$ cat config.mk
export PLATFORM = sky130hd
export DESIGN_NAME = layer_fetch_sched
export DESIGN_NICKNAME = d
export VERILOG_FILES = /design/src/rtl/render_pkg.sv /design/src/rtl/layer_fetch_sched.sv
export SDC_FILE = /design/constraint.sdc
export NUM_CORES = 1
export LEC_CHECK = 0
export ABC_AREA = 1
export BUFFER_PORTS_ARGS = -buffer_cell sky130_fd_sc_hd__buf_2
export CAP_MARGIN = 10
export CORE_MARGIN = 4
export CORE_UTILIZATION = 59
export CTS_CLUSTER_DIAMETER = 200
export CTS_CLUSTER_SIZE = 16
export DETAILED_ROUTE_END_ITERATION = 8
export PLACE_DENSITY = 0.87
export SLEW_MARGIN = 15
export SYNTH_ARGS = -nofsm -noshare
export SYNTH_HDL_FRONTEND = slang
export SYNTH_SLANG_ARGS = --single-unit
export TNS_END_PERCENT = 100
$ cat constraint.sdc
create_clock -name clk_i -period 8.25 [get_ports clk_i]
set_input_delay 1.65 -clock clk_i [delete_from_list [all_inputs] [get_ports clk_i]]
set_output_delay 1.65 -clock clk_i [all_outputs]
set_load 0.03 [all_outputs]
$ cat src/rtl/render_pkg.sv
// Shared types and helpers for the per-pixel layer fetch scheduler.
package render_pkg;

    localparam int NUM_LAYERS = 3;
    localparam int RGB_BITS   = 24;

    typedef enum logic [2:0] {
        IDLE,
        RD_MAP,
        RD_PLAYER,
        RD_BULLET,
        DONE
    } fetch_state_e;

    typedef enum logic [1:0] {
        LAYER_MAP    = 2'd0,
        LAYER_PLAYER = 2'd1,
        LAYER_BULLET = 2'd2
    } layer_e;

    typedef struct packed {
        logic [RGB_BITS/3-1:0] blue;
        logic [RGB_BITS/3-1:0] green;
        logic [RGB_BITS/3-1:0] red;
    } rgb_t;

    // First requested layer at or after index start, in map->player->bullet order.
    function automatic fetch_state_e pick_layer(input logic [NUM_LAYERS-1:0] req, input int start);
        if (start <= 0 && req[LAYER_MAP])    return RD_MAP;
        if (start <= 1 && req[LAYER_PLAYER]) return RD_PLAYER;
        if (start <= 2 && req[LAYER_BULLET]) return RD_BULLET;
        return DONE;
    endfunction

endpackage

$ cat src/rtl/layer_fetch_sched.sv
// Shares one single-port colour memory between map, player and bullet layers,
// presenting the fetched colours one pixel slot later.
module layer_fetch_sched
    import render_pkg::*;
#(
    parameter int COLOR_BITS = 24,
    parameter int ADDR_W     = 16
) (
    input  logic                  clk_i,
    input  logic                  rst_i,
    input  logic                  pix_ce_i,
    input  logic                  display_enable_i,
    input  logic                  map_enable_i,
    input  logic                  map_req_i,
    input  logic [ADDR_W-1:0]     map_addr_i,
    input  logic                  player_req_i,
    input  logic [ADDR_W-1:0]     player_addr_i,
    input  logic                  bullet_req_i,
    input  logic [ADDR_W-1:0]     bullet_addr_i,
    output logic                  mem_rd_o,
    output logic [ADDR_W-1:0]     mem_addr_o,
    input  logic                  mem_ready_i,
    input  logic [COLOR_BITS-1:0] mem_data_i,
    output logic [COLOR_BITS-1:0] map_rgb_o,
    output logic [COLOR_BITS-1:0] player_rgb_o,
    output logic [COLOR_BITS-1:0] bullet_rgb_o,
    output logic                  display_enable_o,
    output logic                  map_enable_o,
    output logic                  overrun_o
);

    fetch_state_e          state_q;
    logic [NUM_LAYERS-1:0] req_q;
    logic [ADDR_W-1:0]     addr_q [NUM_LAYERS];
    logic                  den_q;
    logic                  men_q;
    logic [COLOR_BITS-1:0] cap_q  [NUM_LAYERS];
    logic [COLOR_BITS-1:0] out_q  [NUM_LAYERS];
    logic                  den_out_q;
    logic                  men_out_q;
    logic                  overrun_q;
    logic                  ret_q;
    layer_e                ret_layer_q;

    logic                  reading;
    layer_e                cur_layer;
    logic                  fire;

    always_comb begin
        reading    = 1'b0;
        cur_layer  = LAYER_MAP;
        mem_addr_o = '0;
        case (state_q)
            RD_MAP: begin
                reading    = 1'b1;
                cur_layer  = LAYER_MAP;
                mem_addr_o = addr_q[0];
            end
            RD_PLAYER: begin
                reading    = 1'b1;
                cur_layer  = LAYER_PLAYER;
                mem_addr_o = addr_q[1];
            end
            RD_BULLET: begin
                reading    = 1'b1;
                cur_layer  = LAYER_BULLET;
                mem_addr_o = addr_q[2];
            end
            default: ;
        endcase
        // The slot-boundary cycle belongs to nobody, so no read may fire in it.
        mem_rd_o = reading & ~pix_ce_i;
        fire     = mem_rd_o & mem_ready_i;
    end

    always_ff @(posedge clk_i) begin
        if (rst_i) begin
            state_q     <= IDLE;
            req_q       <= '0;
            den_q       <= 1'b0;
            men_q       <= 1'b0;
            den_out_q   <= 1'b0;
            men_out_q   <= 1'b0;
            overrun_q   <= 1'b0;
            ret_q       <= 1'b0;
            ret_layer_q <= LAYER_MAP;
            for (int l = 0; l < NUM_LAYERS; l++) begin
                addr_q[l] <= '0;
                cap_q[l]  <= '0;
                out_q[l]  <= '0;
            end
        end else begin
            ret_q       <= fire;
            ret_layer_q <= cur_layer;
            for (int l = 0; l < NUM_LAYERS; l++) begin
                if (ret_q && ret_layer_q == layer_e'(l)) begin
                    cap_q[l] <= mem_data_i;
                end
            end

            if (pix_ce_i) begin
                // Data returning in the boundary cycle still belongs to the finishing slot.
                for (int l = 0; l < NUM_LAYERS; l++) begin
                    out_q[l] <= (ret_q && ret_layer_q == layer_e'(l)) ? mem_data_i : cap_q[l];
                    cap_q[l] <= '0;
                end
                den_out_q <= den_q;
                men_out_q <= men_q;
                den_q     <= display_enable_i;
                men_q     <= map_enable_i;
                req_q     <= {bullet_req_i, player_req_i, map_req_i};
                addr_q[0] <= map_addr_i;
                addr_q[1] <= player_addr_i;
                addr_q[2] <= bullet_addr_i;
                if (reading) begin
                    overrun_q <= 1'b1;
                end
                state_q <= pick_layer({bullet_req_i, player_req_i, map_req_i}, 0);
            end else if (fire) begin
                state_q <= pick_layer(req_q, int'(cur_layer) + 1);
            end
        end
    end

    assign map_rgb_o        = out_q[0];
    assign player_rgb_o     = out_q[1];
    assign bullet_rgb_o     = out_q[2];
    assign display_enable_o = den_out_q;
    assign map_enable_o     = men_out_q;
    assign overrun_o        = overrun_q;

endmodule

==> flow_summary_export.csv <==
group,metric,value,unit
power_and_ir_drop,p_seq_frac,0.555,
cts,cts_tree,"yes",
cts,hold_buffers,0,
run,maxCapViolations,0,
worst_hold_path,hold_class,"reg -> reg",
place,placedCellCount,1152,
final_layout,fin_cells,1180,
worst_setup_path,critPathMaxFanout,5,
place,gp_congestion,0.806,
grt,grt_pass1_wl,30000,um
die,dieArea,0.0159,mm^2
power_and_ir_drop,power.density,214,mW/mm^2
die,die_w,126,um
timing,rsz0062_at_grt,"no",
routing,first_pass_iters,5,
timing,setup_viol,0,
final_layout,area_delta_synth_final,15.9,%
final_layout,antenna-diode-count,0,
worst_setup_path,crit_path_end_kind,"primary output",
final_layout,stdcell_area,0.00955,mm^2
power_and_ir_drop,internal_power,0.00156,W
timing,relSlewSlack,0.238,
worst_hold_path,whs_path_depth,2,
routing,dr.first_iter.drc_count,591,
final_layout,drive_gt1_frac,0.207,
die,ioPinCount,173,
final_layout,final_net_count,1075,
cts,clock-root-buffer,"clkbuf_16",
final_layout,final_common_cell,"buf_2",
grt,grt_pass1_vias,6085,
timing,hold_slack,458,ps
grt,grt_max_degree,98,
cts,clock_latency,460,ps
worst_hold_path,holdCritStartpoint,"cap_q[0][2]",
timing,setup-tns-final,0,ps
cts,numCtsBuffers,16,
synthesis,yosysWarnings,0,
timing,final.period_utilization,0.454,
cts,clockBufferDepth,3,
cts,ctsResizeCount,0,
synthesis,synth_area_per_cell,9.64,um^2
cts,clk_pin_slew_worst_paths,70,ps
worst_setup_path,crit_path_start_kind,"input port",
timing,hold_viol_final,0,
power_and_ir_drop,leakagePower,4.15,nW
synthesis,seq_area_frac_synth,0.644,
synthesis,synth_cell_types,24,
grt,grt.overflow.total,0,
synthesis,synth_area,0.00824,mm^2
power_and_ir_drop,clockPowerShare,0.349,
worst_setup_path,required,6600,ps
grt,gr-usage-all-layers,0.228,
worst_setup_path,worstSetupPathType,"in -> out",
routing,via_count,6495,
worst_setup_path,reg2reg_slack,5550,ps
timing,clock.fmax,267,MHz
routing,drt-total-wl,18700,um
worst_setup_path,r2r_end,"cap_q[0][42]",
routing,viasPerCell,5.50,
place,portBuffers,172,
worst_hold_path,min_to,"cap_q[0][2]",
grt,antenna_found_initial,2,
power_and_ir_drop,ir_drop,0.000216,V
timing,min_period,3750,ps
routing,detail-route-antenna-nets,0,
die,initial_core_util,0.613,
timing,finalMaxSlewViolations,0,
die,num_rows,42,
place,hpwl,11800,um
cts,clock-sinks,205,
power_and_ir_drop,pwr-share-comb,0.096,
routing,drc,0,
worst_setup_path,worst_ep_arrival_time,2100,ps
timing,skew,4.73,ps
routing,wl_per_cell,15.9,um
power_and_ir_drop,p_switching,0.000492,W
place,placed_cell_area,0.00908,mm^2
final_layout,layout_common_cells,"buf_2 (172), nand2_1 (141), edfxtp_1 (120)",
timing,worst_pin_slew,1140,ps
synthesis,synth.net_count,936,
final_layout,fill_cells,1014,
die,die_h,126,um
power_and_ir_drop,p_sw_frac,0.240,
synthesis,syn_inst,855,
worst_setup_path,rr_worst_depth,6,
worst_setup_path,reg2reg_from,"ret_layer_q[0]",
cts,postCtsSetupBuffers,0,
final_layout,final_util,0.710,
outcome,status,"finished, final reports clean",
die,coreArea,0.0135,mm^2
cts,htree_levels,1,
synthesis,ys_seq_elements,205,
-- power groups by stage --
| stage | Clock, W | Combinational, W | Sequential (W) |
|---|---|---|---|
| global placement | 0 | 0.000193 | 0.00116 |
| floorplan | 0 | 0.0000921 | 0.00119 |
| finish | 0.000715 | 0.000196 | 0.00114 |
| global route | 0.000772 | 0.000212 | 0.00114 |
| CTS | 0.000728 | 0.000196 | 0.00114 |
| detailed placement | 0 | 0.000196 | 0.00116 |
-- cell usage after synthesis (all sizes together) --
library cell	number	area (um^2)
dfxtp	85	1700
nor2	113	447
a22oi	1	7.51
a211oi	1	7.51
edfxtp	120	3600
nand2	142	536
clkbuf	16	60.1
a21oi	98	490
buf	42	246
nor3	1	5.00
nand4	48	300
o21ai	80	400
inv	86	325
a22o	1	8.76
clkinv	1	3.75
nand3	20	100
-- per-layer routing --
layer / routed length, um / global-route usage / part of all wire / vias up
met5: 28 / 0 / 0.0015 / -
met2: 9180 / 0.383 / 0.49 / 271
met3: 1320 / 0.0394 / 0.071 / 38
li1: - / - / - / 3153
met1: 7760 / 0.310 / 0.41 / 3029
met4: 417 / 0.0562 / 0.022 / 4
-- worst max-delay path by stage --
stage | from | endpoint | slack [ps] | depth (start not counted)
finish | pix_ce_i | mem_rd_o | 4500 | 3
global route | pix_ce_i | mem_rd_o | 4470 | 3
CTS | pix_ce_i | mem_rd_o | 4500 | 3
detailed placement | rst_i | addr_q[0][39] | 4290 | 4
global placement | rst_i | addr_q[0][11] | 4360 | 4
floorplan | rst_i | addr_q[0][0] | 4330 | 4
-- worst max-delay path: stages --
cell	delay, ps
buf_2	130
nor2_1	110
buf_2	210
-- cells by family after synthesis --
kind of cell / after synthesis / share of synthesized area
DFF: 205 / 0.644
and+or+nand+nor: 324 / 0.168
buffers and inverters: 145 / 0.0771
AOI/OAI and AO/OA: 181 / 0.111
-- per-stage QoR --
step / setup slack [ps] / total power, W
2_1_floorplan: 4330 / 0.00129
3_3_place_gp: 4360 / 0.00135
3_5_place_dp: 4290 / 0.00135
4_1_cts: 4500 / 0.00206
5_1_grt: 4470 / 0.00212
6_report: 4500 / 0.00205
-- cell type report --
type / instances / area (um^2) / share of cell area
Timing Repair Buffer: 179 / 913 / 0.0956
Inverter: 87 / 332 / 0.0347
Clock buffer: 27 / 463 / 0.0485
Tap cell: 176 / 220 / 0.0231
Clock inverter: 1 / 5.00 / 0.000524
Multi-Input combinational cell: 505 / 2310 / 0.242
Sequential cell: 205 / 5310 / 0.555
-- state kept, by name, indices dropped and copies added, names as in the netlist --
signal	cells
out_q	72
ret_layer_q	2
ret_q	1
den_q	1
display_enable_o	1
req_q	2
cap_q	72
map_enable_o	1
overrun_o	1
men_q	1
state_q	3
addr_q	48
Note: power is estimated with default switching activity, not from simulation.
